--- src/rtl/exception_sequencer_if.sv ---
// Bundle between the exception detector / pipeline and the exception sequencer.
// The slave modport is the sequencer side; the master modport is the pipeline side.
interface exception_sequencer_if;
  logic        exc_id_in;
  logic        exc_ex_in;
  logic        exc_mem_in;
  logic [2:0]  cause_in;
  logic [31:0] pc_id_in;
  logic [31:0] pc_ex_in;
  logic [31:0] pc_mem_in;
  logic        eret_in;
  logic        flush_if_id;
  logic        flush_id_ex;
  logic        flush_ex_mem;
  logic        pc_redirect;
  logic [31:0] pc_target;
  logic [31:0] epc_out;
  logic [2:0]  cause_out;
  logic        in_handler;
  logic        double_fault;
  logic        stall_out;
  logic [2:0]  fsm_state;

  modport slave (
    input  exc_id_in, exc_ex_in, exc_mem_in, cause_in,
    input  pc_id_in, pc_ex_in, pc_mem_in, eret_in,
    output flush_if_id, flush_id_ex, flush_ex_mem, pc_redirect, pc_target,
    output epc_out, cause_out, in_handler, double_fault, stall_out, fsm_state
  );

  modport master (
    output exc_id_in, exc_ex_in, exc_mem_in, cause_in,
    output pc_id_in, pc_ex_in, pc_mem_in, eret_in,
    input  flush_if_id, flush_id_ex, flush_ex_mem, pc_redirect, pc_target,
    input  epc_out, cause_out, in_handler, double_fault, stall_out, fsm_state
  );
endinterface

--- src/rtl/exception_sequencer.sv ---
// Exception sequencer: picks the oldest faulting stage, saves EPC/CAUSE, flushes,
// redirects fetch to the per-cause vector, returns on eret, halts on double fault.
module exception_sequencer #(
  parameter logic [31:0] VEC_BASE  = 32'h0000_0100,
  parameter int          VEC_SHIFT = 4
) (
  input logic clk,
  input logic reset,
  exception_sequencer_if.slave bus
);

  typedef enum logic [2:0] {
    S_IDLE    = 3'd0,
    S_FLUSH   = 3'd1,
    S_HANDLER = 3'd2,
    S_RETURN  = 3'd3,
    S_HALT    = 3'd4
  } state_t;

  typedef enum logic [1:0] {
    W_ID  = 2'd0,
    W_EX  = 2'd1,
    W_MEM = 2'd2
  } winner_t;

  state_t      state, state_nxt;
  winner_t     win_q, win_nxt;
  logic [31:0] epc_q, epc_nxt;
  logic [2:0]  cause_q;
  logic [31:0] vec_addr;
  logic        any_exc;

  assign any_exc  = bus.exc_id_in | bus.exc_ex_in | bus.exc_mem_in;
  assign vec_addr = VEC_BASE + ({29'd0, cause_q} << VEC_SHIFT);

  // Oldest instruction (furthest down the pipe) wins.
  always_comb begin
    win_nxt = W_ID;
    epc_nxt = bus.pc_id_in;
    if (bus.exc_mem_in) begin
      win_nxt = W_MEM;
      epc_nxt = bus.pc_mem_in;
    end else if (bus.exc_ex_in) begin
      win_nxt = W_EX;
      epc_nxt = bus.pc_ex_in;
    end
  end

  always_comb begin
    state_nxt = state;
    case (state)
      S_IDLE:    if (any_exc) state_nxt = S_FLUSH;
      S_FLUSH:   state_nxt = S_HANDLER;
      S_HANDLER: begin
        if (any_exc)          state_nxt = S_HALT;
        else if (bus.eret_in) state_nxt = S_RETURN;
      end
      S_RETURN:  state_nxt = S_IDLE;
      S_HALT:    state_nxt = S_HALT;
      default:   state_nxt = S_IDLE;
    endcase
  end

  always_ff @(posedge clk) begin
    if (reset) begin
      state   <= S_IDLE;
      win_q   <= W_ID;
      epc_q   <= 32'd0;
      cause_q <= 3'd0;
    end else begin
      state <= state_nxt;
      if (state == S_IDLE && any_exc) begin
        win_q   <= win_nxt;
        epc_q   <= epc_nxt;
        cause_q <= bus.cause_in;
      end
    end
  end

  // Outputs decode only from state and saved registers, never from exc inputs.
  always_comb begin
    bus.flush_if_id  = 1'b0;
    bus.flush_id_ex  = 1'b0;
    bus.flush_ex_mem = 1'b0;
    bus.pc_redirect  = 1'b0;
    bus.pc_target    = 32'd0;
    bus.in_handler   = 1'b0;
    bus.double_fault = 1'b0;
    bus.stall_out    = 1'b0;
    case (state)
      S_FLUSH: begin
        bus.pc_redirect  = 1'b1;
        bus.pc_target    = vec_addr;
        bus.flush_if_id  = 1'b1;
        bus.flush_id_ex  = (win_q != W_ID);
        bus.flush_ex_mem = (win_q == W_MEM);
      end
      S_HANDLER: bus.in_handler = 1'b1;
      S_RETURN: begin
        bus.pc_redirect = 1'b1;
        bus.pc_target   = epc_q;
        bus.flush_if_id = 1'b1;
        bus.in_handler  = 1'b1;
      end
      S_HALT: begin
        bus.double_fault = 1'b1;
        bus.stall_out    = 1'b1;
        bus.flush_if_id  = 1'b1;
        bus.flush_id_ex  = 1'b1;
        bus.flush_ex_mem = 1'b1;
      end
      default: ;
    endcase
  end

  assign bus.epc_out   = epc_q;
  assign bus.cause_out = cause_q;
  assign bus.fsm_state = state;

endmodule

--- src/flat_wrapper.sv ---
// flat-port wrapper written by rule: the top's interface ports become plain ports
module exception_sequencer_flat 
#(
  parameter logic [31:0] VEC_BASE  = 32'h0000_0100,
  parameter int          VEC_SHIFT = 4
)
  (clk, reset, bus_exc_id_in, bus_exc_ex_in, bus_exc_mem_in, bus_cause_in, bus_pc_id_in, bus_pc_ex_in, bus_pc_mem_in, bus_eret_in, bus_flush_if_id, bus_flush_id_ex, bus_flush_ex_mem, bus_pc_redirect, bus_pc_target, bus_epc_out, bus_cause_out, bus_in_handler, bus_double_fault, bus_stall_out, bus_fsm_state);
  exception_sequencer_if bus_i ();
  input logic clk;
  input logic reset;
  input wire logic [$bits(bus_i.exc_id_in)-1:0] bus_exc_id_in;
  input wire logic [$bits(bus_i.exc_ex_in)-1:0] bus_exc_ex_in;
  input wire logic [$bits(bus_i.exc_mem_in)-1:0] bus_exc_mem_in;
  input wire logic [$bits(bus_i.cause_in)-1:0] bus_cause_in;
  input wire logic [$bits(bus_i.pc_id_in)-1:0] bus_pc_id_in;
  input wire logic [$bits(bus_i.pc_ex_in)-1:0] bus_pc_ex_in;
  input wire logic [$bits(bus_i.pc_mem_in)-1:0] bus_pc_mem_in;
  input wire logic [$bits(bus_i.eret_in)-1:0] bus_eret_in;
  output wire logic [$bits(bus_i.flush_if_id)-1:0] bus_flush_if_id;
  output wire logic [$bits(bus_i.flush_id_ex)-1:0] bus_flush_id_ex;
  output wire logic [$bits(bus_i.flush_ex_mem)-1:0] bus_flush_ex_mem;
  output wire logic [$bits(bus_i.pc_redirect)-1:0] bus_pc_redirect;
  output wire logic [$bits(bus_i.pc_target)-1:0] bus_pc_target;
  output wire logic [$bits(bus_i.epc_out)-1:0] bus_epc_out;
  output wire logic [$bits(bus_i.cause_out)-1:0] bus_cause_out;
  output wire logic [$bits(bus_i.in_handler)-1:0] bus_in_handler;
  output wire logic [$bits(bus_i.double_fault)-1:0] bus_double_fault;
  output wire logic [$bits(bus_i.stall_out)-1:0] bus_stall_out;
  output wire logic [$bits(bus_i.fsm_state)-1:0] bus_fsm_state;
  assign bus_i.exc_id_in = bus_exc_id_in;
  assign bus_i.exc_ex_in = bus_exc_ex_in;
  assign bus_i.exc_mem_in = bus_exc_mem_in;
  assign bus_i.cause_in = bus_cause_in;
  assign bus_i.pc_id_in = bus_pc_id_in;
  assign bus_i.pc_ex_in = bus_pc_ex_in;
  assign bus_i.pc_mem_in = bus_pc_mem_in;
  assign bus_i.eret_in = bus_eret_in;
  assign bus_flush_if_id = bus_i.flush_if_id;
  assign bus_flush_id_ex = bus_i.flush_id_ex;
  assign bus_flush_ex_mem = bus_i.flush_ex_mem;
  assign bus_pc_redirect = bus_i.pc_redirect;
  assign bus_pc_target = bus_i.pc_target;
  assign bus_epc_out = bus_i.epc_out;
  assign bus_cause_out = bus_i.cause_out;
  assign bus_in_handler = bus_i.in_handler;
  assign bus_double_fault = bus_i.double_fault;
  assign bus_stall_out = bus_i.stall_out;
  assign bus_fsm_state = bus_i.fsm_state;
  exception_sequencer #(.VEC_BASE(VEC_BASE), .VEC_SHIFT(VEC_SHIFT)) u_core (.clk(clk), .reset(reset), .bus(bus_i));
endmodule
--- config.mk ---
export PLATFORM = sky130hd
export DESIGN_NAME = exception_sequencer_flat
export DESIGN_NICKNAME = d
export VERILOG_FILES = /design/src/rtl/exception_sequencer_if.sv /design/src/rtl/exception_sequencer.sv /design/src/flat_wrapper.sv
export SDC_FILE = /design/constraint.sdc
export NUM_CORES = 1
export LEC_CHECK = 0
export BUFFER_PORTS_ARGS = -buffer_cell sky130_fd_sc_hd__buf_2
export CAP_MARGIN = 15
export CORE_MARGIN = 2
export CORE_UTILIZATION = 45
export DETAILED_ROUTE_END_ITERATION = 8
export HOLD_SLACK_MARGIN = 0.15
export PLACE_DENSITY = 0.87
export RECOVER_POWER = 50
export SKIP_LAST_GASP = 1
export SYNTH_ARGS = -nofsm -noshare
export SYNTH_HDL_FRONTEND = slang
export SYNTH_SLANG_ARGS = --single-unit
--- constraint.sdc ---
create_clock -name clk -period 3 [get_ports clk]
set_input_delay 0.3 -clock clk [delete_from_list [all_inputs] [get_ports clk]]
set_output_delay 0.3 -clock clk [all_outputs]
set_load 0.02 [all_outputs]
==> impl_results.md, run 1 <==
- Netlist cell types: 27
- Gate Count Post-Synth: 313
- Clock-pin slew on the worst setup and hold paths: 0.08 ns
- CP max FO: 34
- Clock buffer depth: 2
- Via-to-Cell Ratio: 5.59
- Area Overhead vs Synth: 32.9%
- Antenna violations before repair: 0
- Core Box Area: 5820 um2
- Largest delay share family, worst path: simple AND/OR/NAND/NOR gates
- Crit start category: primary input
- Number of hold violations in the final report: 0
- Slew @ Worst Pin: between 1.5 and 2 ns
- Die outline height: 81.1 um
- Slew margin rel.: -0.120
- RR Endpoint: u_core.bus.epc_out[30]
- Largest net degree at the start of global routing: 42
- VDD IR-drop max: 0.221 mV
- Final wirelength: 8380 um
- Yosys warnings: 0
- Setup_tns: 0 ns
- Total GRT Usage: 0.241
- First-pass GRT wire length: 12500 um
- Max Freq: 0.401 GHz
- R2R cell count: 4
- R2R setup slack: roughly 1.2 ns
- Antenna diodes: 0
- Setup violators final: 0
- Failing checks: capacitance limit, slew limit
- Slowest stage cell on the critical path: nor3_1
- TritonCTS clock tree: built
- Tmin final: 2.49 ns
- Fin nets: 576
- Fin Hold WS: 0.267 ns
- Critical path class: primary input to flop
- Clk_lat worst skew: between 0.2 and 0.3 ns
- Hold path endpoint: u_core.bus.cause_out[1]
- HP Start: bus_cause_in[1]
- Pins Over Slew Limit: 17
- Syn avg cell area: 8.54 um2
- Register area share after synthesis: 0.300
- CP cell instances: buf_2 > buf_4 > nor3_1 > clkbuf_1 > o21ai_0 > a21oi_1
- Clock skew: 0.00654 ns
- Vias in the first global route: ~2700
- Number of synthesized flops with an enable pin: 0
- 1st-iter DRT viols: 132
- Layout cells sized above 1: 0.400
- Worst Path Buf+Inv: 3
- Reg-to-reg critical path startpoint: u_core.bus.fsm_state[2]
- CP arrival: 2.70 ns
- IO Count: between 150 and 200
- Final HPWL DP: 5970 um
- Overflow after GRT: 0
- Post-layout util: 0.611
- Period utilization: 0.831
- CTS Hold Bufs: 0
- Synth Net Count: around 420
- Max Cap Viol: 1
- Leak: 0.00165 uW
- Pwr dens: 475 nW/um2
- Critical path data required time: ~3.2 ns
- Post-cts sizing count: 0
- Mapped cell area: 2670 um2
- Via count: 3056
- Top_reg_cell synth: dfxtp_1
- IO Port Bufs: 181
- TritonCTS buffer count: 5
- RSZ-0062 raised after global routing: no
- Fraction of registers with async set/reset: 0
- RePlAce Congestion: approximately 0.71
- Antenna-violating nets left: 0
- Hold crit path type: primary input to flop
- Row Count: 28
- Die width: 81.1 um
- Post-CTS Setup Inserts: 0
- Htree depth: 2
- FF+latch count, synth: 40
- WHS Path Cells: 3
- Drt wl/cell: ~15 um
- Clk Tree Root Cell: clkbuf_8
- Clock sink count: 40
- Die area: 6570 um2
- Drt first pass iters: 4
- Endpoint class of the critical path: flop
- Drt drc: 0
- Initial Util: 0.460
- Status: finished with violations
- Critical Path Max Stage Delay: 1.34 ns
-- final cells by class --
type	count	area, um2
Fill cell	540	2260
Multi-Input combinational cell	232	1610
Timing Repair Buffer	190	930
Sequential cell	40	801
Tap cell	75	93.8
Clock buffer	5	68.8
Clock inverter	3	42.5
Inverter	2	7.51
-- cell usage after synthesis, drive strengths merged, types with 2 or more instances --
library cell	number	area (um2)
a21oi	41	205
dfxtp	40	801
o21ai	39	195
nand2b	35	219
mux2	32	360
o2111ai	32	280
and3	28	175
buf	26	201
clkbuf	13	48.8
nand3	4	20.0
nor2	4	15.0
mux2i	3	30.0
nand3b	3	22.5
nor3	3	31.3
inv	2	7.51
or3	2	12.5
-- layer usage --
metal | vias to the layer above | wire length (um) | part of all wire | track usage
met1 | 1449 | 3400 | 0.41 | 0.297
li1 | 1478 | - | - | -
met3 | 7 | 605 | 0.072 | 0.0311
met5 | - | 0 | 0 | 0
met4 | 0 | 73 | 0.0087 | 0.0780
met2 | 122 | 4300 | 0.51 | 0.433
-- report_power, final --
group          internal, uW  total, uW  leakage [uW]  switching (uW)
combinational           232        597       0.00127             365
sequential              600        658      0.000331            58.3
clock                   246        432     0.0000541             186
total                  1080       1690       0.00165             609
-- layout by cell type (no fill, tap or decap), types with 2 or more instances in the layout --
| cell type | netlist | layout |
|---|---|---|
| a21oi_1 | 41 | 41 |
| and3_1 | 28 | 28 |
| buf_2 | 11 | 139 |
| buf_4 | 6 | 7 |
| clkbuf_1 | 13 | 43 |
| clkbuf_8 | 0 | 5 |
| dfxtp_1 | 40 | 40 |
| inv_1 | 2 | 2 |
| mux2_2 | 32 | 32 |
| mux2i_1 | 3 | 3 |
| nand2b_1 | 35 | 35 |
| nand3_1 | 4 | 4 |
| nand3b_1 | 3 | 3 |
| nor2_1 | 4 | 4 |
| nor3_1 | 1 | 2 |
| o2111ai_1 | 32 | 32 |
| o21ai_0 | 9 | 16 |
| o21ai_1 | 30 | 23 |
| or3_1 | 2 | 2 |
-- registers in the layout, indices dropped and copies added, names as in the netlist --
name	cells
u_core.bus.epc_out	32
u_core.bus.fsm_state	3
u_core.win_q	2
u_core.bus.cause_out	3
-- tightest hold or removal path, delay by kind of cell --
kind            cells  cell delay (ns)
simple gates        1             0.06
compound gates      1             0.05
buf+inv             1             0.10
-- worst max-delay path by stage --
stage,start,end,cells past startpoint
after global placement,bus_exc_mem_in,u_core.bus.epc_out[17],5
after global routing,bus_exc_ex_in,u_core.bus.epc_out[11],6
final,bus_exc_ex_in,u_core.bus.epc_out[11],6
after CTS,u_core.bus.fsm_state[0],bus_pc_target[14],5
after floorplan,u_core.bus.fsm_state[0],bus_flush_id_ex,5
after detailed placement,bus_exc_mem_in,u_core.bus.epc_out[30],5
-- stage by stage --
step                total power [uW]  area (um2)  setup slack (ns)  std cells
floorplan                       1100        2670              1.17        313
global placement                1260        3510             0.936        539
detailed placement              1290        3510             0.816        539
CTS                             1720        3620             0.632        547
global route                    1790        3550             0.319        547
finish                          1690        3550             0.507        547
-- kinds of logic (layout without fill, tap and decap cells) --
| kind of cell | count (synthesis) | after routing | synth area share |
|---|---|---|---|
| buffers and inverters | 41 | 200 | 0.0964 |
| multiplexers | 35 | 35 | 0.146 |
| AO/OA/AOI/OAI | 114 | 114 | 0.263 |
| flip-flops | 40 | 40 | 0.300 |
| AND/OR/NAND/NOR | 83 | 83 | 0.195 |
(Power assumes the default switching activity.)
==> inputs of run 2 (changes only) <==
--- a/config.mk
+++ b/config.mk
@@ -5,13 +5,14 @@
 export SDC_FILE = /design/constraint.sdc
 export NUM_CORES = 1
 export LEC_CHECK = 0
+export ABC_AREA = 1
 export BUFFER_PORTS_ARGS = -buffer_cell sky130_fd_sc_hd__buf_2
 export CAP_MARGIN = 15
 export CORE_MARGIN = 2
-export CORE_UTILIZATION = 45
+export CORE_UTILIZATION = 39
 export DETAILED_ROUTE_END_ITERATION = 8
 export HOLD_SLACK_MARGIN = 0.15
-export PLACE_DENSITY = 0.87
+export PLACE_DENSITY = 0.79
 export RECOVER_POWER = 50
 export SKIP_LAST_GASP = 1
 export SYNTH_ARGS = -nofsm -noshare
==> constraint.sdc (replaced) <==
create_clock -name clk -period 2.2 [get_ports clk]
set_input_delay 0.22 -clock clk [delete_from_list [all_inputs] [get_ports clk]]
set_output_delay 0.22 -clock clk [all_outputs]
set_load 0.02 [all_outputs]
==> impl_results.md, run 2 <==
- Status: complete, no violations (was finished with violations)
- Clock-pin slew on the worst setup and hold paths: 0.08 ns (about the same)
- Vias in the first global route: 3164 (was 2698)
- HP Start: reset (was bus_cause_in[1])
- Critical Path Source: u_core.bus.fsm_state[2] (was bus_exc_ex_in)
- Htree depth: 2 (unchanged)
- Area contributors post-synth: dfxtp_1, nand2_1, inv_1 (was dfxtp_1, mux2_2, o2111ai_1)
- Largest net degree at the start of global routing: 34 (was 42)
- Mapped cell area: 2840 um2 (was 2670 um2)
- Most frequent cells in the layout: nand2_1, buf_2, inv_1 (was buf_2, clkbuf_1, a21oi_1)
- R2R cell count: 7 (was 4)
- Initial Util: 0.397 (was 0.460)
- FF+latch count, synth: 40 (unchanged)
- Slowest stage cell on the critical path: nand2_1 (was nor3_1)
- Commonest non-fill, non-tap cell in the layout: nand2_1 (was buf_2)
- CP max FO: 17 (was 34)
- Setup violators final: 0 (unchanged)
- R2R setup slack: 0.31 ns (was 1.19 ns)
- Area Overhead vs Synth: 33.8% (was 32.9%)
- Fin nets: 817 (was 576)
- Number of synthesized flops with an enable pin: 0 (unchanged)
- RePlAce Congestion: 0.854 (was 0.713)
- Via count: 3598 (was 3056)
- Syn avg cell area: 5.24 um2 (was 8.54 um2)
- 1st-iter DRT viols: 130 (was 132)
- Max reg flops: 32 (unchanged)
- Synth Net Count: 646 (was 418)
- Drt drc: 0 (unchanged)
- RSZ-0062 raised after global routing: no (unchanged)
- Row Count: 31 (was 28)
- Critical path class: flop to flop (was primary input to flop)
- Overflow after GRT: 0 (unchanged)
- Clk_lat worst skew: 0.28 ns (about the same)
- Yosys warnings: 0 (unchanged)
- Die outline height: 89.3 um (was 81.1 um)
- Top_reg_cell synth: dfxtp_1 (unchanged)
- RR Endpoint: u_core.bus.epc_out[5] (was u_core.bus.epc_out[30])
- Minimum setup slack after placement: 0.637 ns (was 0.816 ns)
- Antenna violations before repair: 0 (unchanged)
- Hold crit path type: primary input to flop (unchanged)
- Slew margin rel.: 0.687 (was -0.120)
- Critical Path End: u_core.bus.epc_out[5] (was u_core.bus.epc_out[11])
- TritonCTS clock tree: built (unchanged)
- Filler cells: 789 (was 540)
- Register area share after synthesis: 0.282 (was 0.300)
- Tmin final: 1.89 ns
- Via-to-Cell Ratio: 4.44 (was 5.59)
- CP cell instances: inv_2 > nand2_1 > nor2_1 > nand2_1 > clkbuf_2 > nor2_1 > nor2_1 (was buf_2 > buf_4 > nor3_1 > clkbuf_1 > o21ai_0 > a21oi_1)
- Die width: 89.3 um (was 81.1 um)
- Final wirelength: 8460 um (was 8380 um)
- Total GRT Usage: 0.213 (was 0.241)
- Fin Hold WS: 0.172 ns (was 0.267 ns)
- Number of hold violations in the final report: 0 (unchanged)
- Pwr dens: 634 nW/um2 (was 475 nW/um2)
- Die area: 7970 um2 (was 6570 um2)
- Fraction of registers with async set/reset: 0 (unchanged)
- Layout cells sized above 1: 0.228 (was 0.400)
- CP arrival: 2.07 ns (was 2.70 ns)
- First-pass GRT wire length: 13500 um (was 12500 um)
- Fin cells: 811 (was 547)
- Leak: 0.00242 uW (was 0.00165 uW)
- Period utilization: 0.860
- Clock skew: 0.00803 ns (was 0.00654 ns)
- Slew @ Worst Pin: 0.469 ns (was 1.67 ns)
- Area share of the largest cell type after synthesis: 0.282 (was 0.300)
- Endpoint class of the critical path: flop (unchanged)
- Netlist cell types: 18 (was 27)
- Most used cell, CP: nor2_1
- TritonCTS buffer count: 5 (unchanged)
- Core Box Area: 7140 um2 (was 5820 um2)
- Cell taking the most area after synthesis: dfxtp_1 (unchanged)
- Clk Tree Root Cell: clkbuf_8 (unchanged)
- Drt first pass iters: 4 (unchanged)
- Clock sink count: 40 (unchanged)
- Pins Over Slew Limit: 0 (was 17)
- Final setup margin: 0.308 ns (was 0.507 ns)
- Fin area: 3800 um2 (was 3550 um2)
- Max Freq: roughly 0.53 GHz
- IO Count: 182 (unchanged)
- Post-cts sizing count: 0 (unchanged)
- Post-CTS Setup Inserts: 0 (unchanged)
- Max Cap Viol: 0 (was 1)
- Antenna diodes: 0 (unchanged)
- Final HPWL DP: 6760 um (was 5970 um)
- Reg-to-reg critical path startpoint: u_core.bus.fsm_state[2] (unchanged)
- Antenna-violating nets left: 0 (unchanged)
- Post-placement cell count: 804 (was 539)
- CTS Hold Bufs: 0 (unchanged)
- VDD IR-drop max: 0.291 mV (was 0.221 mV)
- Drt wl/cell: 10.4 um (was 15.3 um)
- Most numerous cell in the Yosys netlist: nand2_1 (was a21oi_1)
- Gate Count Post-Synth: 541 (was 313)
- IO Port Bufs: 181 (unchanged)
- Clock buffer depth: 2 (unchanged)
- Setup_tns: 0 ns (unchanged)
- Crit start category: flop (was primary input)
- Critical Path Max Stage Delay: 0.38 ns (was 1.34 ns)
- Top cells by count, synth: nand2_1, inv_1, nor2_1, dfxtp_1, nand3_1 (was a21oi_1, dfxtp_1, nand2b_1, mux2_2, o2111ai_1)
- DP Area: 3790 um2 (was 3510 um2)
- Critical path data required time: 2.38 ns (was 3.20 ns)
run 2: cell types whose count changed in the layout (fill, tap and decap cells not counted), moves of 32 or more:
cell,before,now
inv_1,2,104
a21oi_1,41,8
mux2_2,32,0
nand2_1,1,209
o2111ai_1,32,0
nor2_1,4,102
nand2b_1,35,0
run 2: worst min path at each step:
stage | endpoint | depth (start not counted)
floorplan | u_core.bus.fsm_state[1] | 1
global placement | u_core.win_q[1] | 2
detailed placement | u_core.bus.fsm_state[1] | 2
CTS | u_core.bus.fsm_state[1] | 2
global route | u_core.win_q[1] | 2
finish | u_core.bus.fsm_state[1] | 2
run 2: area by class of cell:
type | instances | area (um2) | area share
clock buffers | 6 | 72.6 | 0.0191
well taps | 99 | 124 | 0.0326
multi-input cells | 365 | 1460 | 0.383
clock inverters | 1 | 5.00 | 0.00132
inverters | 108 | 405 | 0.107
repair buffers | 192 | 933 | 0.246
flip-flops and latches | 40 | 801 | 0.211
run 2: logic make-up after synthesis:
family	share of synthesized area
AND/OR/NAND/NOR	0.494
buffers and inverters	0.200
flip-flops	0.282
AO/OA/AOI/OAI	0.0238
run 2: per-stage QoR:
step	util	power [uW]
final	0.532	2410
after detailed placement	0.531	2020
after floorplan	-	1690
after global placement	0.531	1990
after global routing	0.532	2610
after CTS	0.541	2470
run 2: where the power goes:
group	total, uW	internal (uW)	switching, uW
logic	1030	334	697
clock network	448	216	232
registers	928	850	77.7
total	2410	1400	1010
run 2: critical path, delay by kind of cell (launching register included):
family,cells,cell delay (ns)
buffers and inverters,2,0.42
DFF,1,0.33
and+or+nand+nor,5,1.04
run 2: routing by layer:
layer / routed length (um) / track usage / vias to the layer above / share of wire
met2: 4090 / 0.391 / 127 / 0.48
met1: 3580 / 0.243 / 1567 / 0.42
li1: - / - / 1886 / -
met4: 222 / 0.0760 / 0 / 0.026
met5: 0 / 0 / - / 0
met3: 556 / 0.0425 / 18 / 0.066
==> inputs of run 3 (changes only) <==
--- a/config.mk
+++ b/config.mk
@@ -10,6 +10,7 @@
 export CAP_MARGIN = 15
 export CORE_MARGIN = 2
 export CORE_UTILIZATION = 39
+export CTS_BUF_LIST = sky130_fd_sc_hd__clkbuf_8 sky130_fd_sc_hd__clkbuf_16
 export DETAILED_ROUTE_END_ITERATION = 8
 export HOLD_SLACK_MARGIN = 0.15
 export PLACE_DENSITY = 0.79
==> impl_results.md, run 3 (same netlist as run 2, synthesis figures left out) <==
- Hold crit path type: primary input to flop (unchanged)
- Critical path data required time: 2.38 ns (about the same)
- HP Start: reset (unchanged)
- Endpoint class of the critical path: flop (unchanged)
- Total GRT Usage: 0.213 (unchanged)
- Leak: 0.00243 uW (was 0.00242 uW)
- Post-cts sizing count: 0 (unchanged)
- Clock skew: 0.00803 ns (unchanged)
- Critical Path Source: u_core.bus.fsm_state[2] (unchanged)
- Status: complete, no violations (unchanged)
- Fin nets: 817 (unchanged)
- CP cell instances: inv_2 > nand2_1 > nor2_1 > nand2_1 > clkbuf_2 > nor2_1 > nor2_1 (unchanged)
- Pins Over Slew Limit: 0 (unchanged)
- Setup_tns: 0 ns (unchanged)
- Slew margin rel.: 0.687 (unchanged)
- Largest delay share family, worst path: simple AND/OR/NAND/NOR gates (unchanged)
- Via-to-Cell Ratio: 4.44 (unchanged)
- Drt wl/cell: 10.4 um (about the same)
- Power, Total: 2400 uW (was 2410 uW)
- Period utilization: 0.860 (about the same)
- Antenna-violating nets left: 0 (unchanged)
- Overflow after GRT: 0 (unchanged)
- RSZ-0062 raised after global routing: no (unchanged)
- VDD IR-drop max: 0.291 mV (about the same)
- Drt first pass iters: 4 (unchanged)
- Clk Tree Root Cell: clkbuf_8 (unchanged)
- Slowest stage cell on the critical path: nand2_1 (unchanged)
- Most frequent cells in the layout: nand2_1, buf_2, inv_1 (unchanged)
- Antenna violations before repair: 0 (unchanged)
- Largest net degree at the start of global routing: 34 (unchanged)
- Pwr dens: 633 nW/um2 (was 634 nW/um2)
- Number of hold violations in the final report: 0 (unchanged)
- Core Box Area: 7140 um2 (unchanged)
- Antenna diodes: 0 (unchanged)
- CP max FO: 17 (unchanged)
- Via count: 3598 (unchanged)
- Die width: 89.3 um (unchanged)
- First-pass GRT wire length: 13500 um (unchanged)
- Row Count: 31 (unchanged)
- CTS Hold Bufs: 0 (unchanged)
- Clk_lat worst skew: 0.28 ns (about the same)
- Vias in the first global route: 3164 (unchanged)
- Crit start category: flop (unchanged)
- Max reg flops: 32 (unchanged)
- Clock sink count: 40 (unchanged)
- RePlAce Congestion: 0.854 (unchanged)
- CP arrival: 2.07 ns (about the same)
- Layout cells sized above 1: 0.228 (unchanged)
- Die area: 7970 um2 (unchanged)
- Clock buffer depth: 2 (unchanged)
- Area Overhead vs Synth: 33.8% (unchanged)
- Critical Path Max Stage Delay: 0.38 ns (about the same)
- Tmin final: 1.89 ns (about the same)
- TritonCTS buffer count: 5 (unchanged)
- Commonest non-fill, non-tap cell in the layout: nand2_1 (unchanged)
- Drt drc: 0 (unchanged)
- Worst Path Buf+Inv: 2 (unchanged)
- Reg-to-reg critical path startpoint: u_core.bus.fsm_state[2] (unchanged)
- Filler cells: 789 (unchanged)
- Htree depth: 2 (unchanged)
- Initial Util: 0.397 (unchanged)
- Post-CTS Setup Inserts: 0 (unchanged)
- Max Freq: 0.529 GHz (was 0.528 GHz)
- Most used cell, CP: nor2_1 (unchanged)
- Clock-pin slew on the worst setup and hold paths: 0.08 ns (about the same)
- IO Count: 182 (unchanged)
- Die outline height: 89.3 um (unchanged)
- Max Cap Viol: 0 (unchanged)
- Setup violators final: 0 (unchanged)
- Final HPWL DP: 6760 um (unchanged)
- Critical path class: flop to flop (unchanged)
- IO Port Bufs: 181 (unchanged)
- TritonCTS clock tree: built (unchanged)
- Final wirelength: 8460 um (about the same)
- 1st-iter DRT viols: 130 (unchanged)
- Slew @ Worst Pin: 0.469 ns (unchanged)
==> run 3: changes by cell type in the layout (fill, tap and decap cells not counted) <==
cell      before  now
clkbuf_1      41   40
inv_1        104  105
==> run 3: final timing paths <==
kind | to | slack [ns] | cells after the start
min reg2reg | u_core.win_q[1] | 0.49 | 2
max reg2reg | u_core.bus.epc_out[5] | 0.31 | 7
max | u_core.bus.epc_out[5] | 0.31 | 7
min | u_core.bus.fsm_state[1] | 0.17 | 2
==> run 3: report_power, final <==
group	total (uW)	internal (uW)	leakage, uW	switching (uW)
clock network	444	211	0.0000452	233
registers	928	850	0.000332	77.7
logic	1030	334	0.00205	697
total	2400	1400	0.00243	1010
==> run 3: layout make-up <==
class | instances | area (um2) | share of cell area
timing repair buffer | 192 | 933 | 0.246
clock buffer | 5 | 68.8 | 0.0181
tap | 99 | 124 | 0.0326
inverter | 108 | 405 | 0.107
multi-input combinational | 365 | 1460 | 0.383
sequential | 40 | 801 | 0.211
clock inverter | 2 | 8.76 | 0.00231
==> run 3: routing by layer <==
layer  wire length (um)  vias to the layer above  share of wire  GRT usage
met4                222                        0          0.026     0.0760
met3                556                       18          0.066     0.0425
met1               3590                     1567           0.42      0.243
met5                  0                        -              0          0
met2               4090                      127           0.48      0.391
li1                   -                     1886              -          -
==> run 3: stage by stage <==
stage	std cells	instance area, um2	worst slack [ns]	hold WS, ns	util
final	811	3800	0.308	0.172	0.532
after global routing	811	3800	0.177	0.181	0.532
after CTS	811	3860	0.448	0.165	0.541
after detailed placement	804	3790	0.637	0.478	0.531
after global placement	804	3790	0.682	0.464	0.531
after floorplan	541	2840	0.393	0.289	-
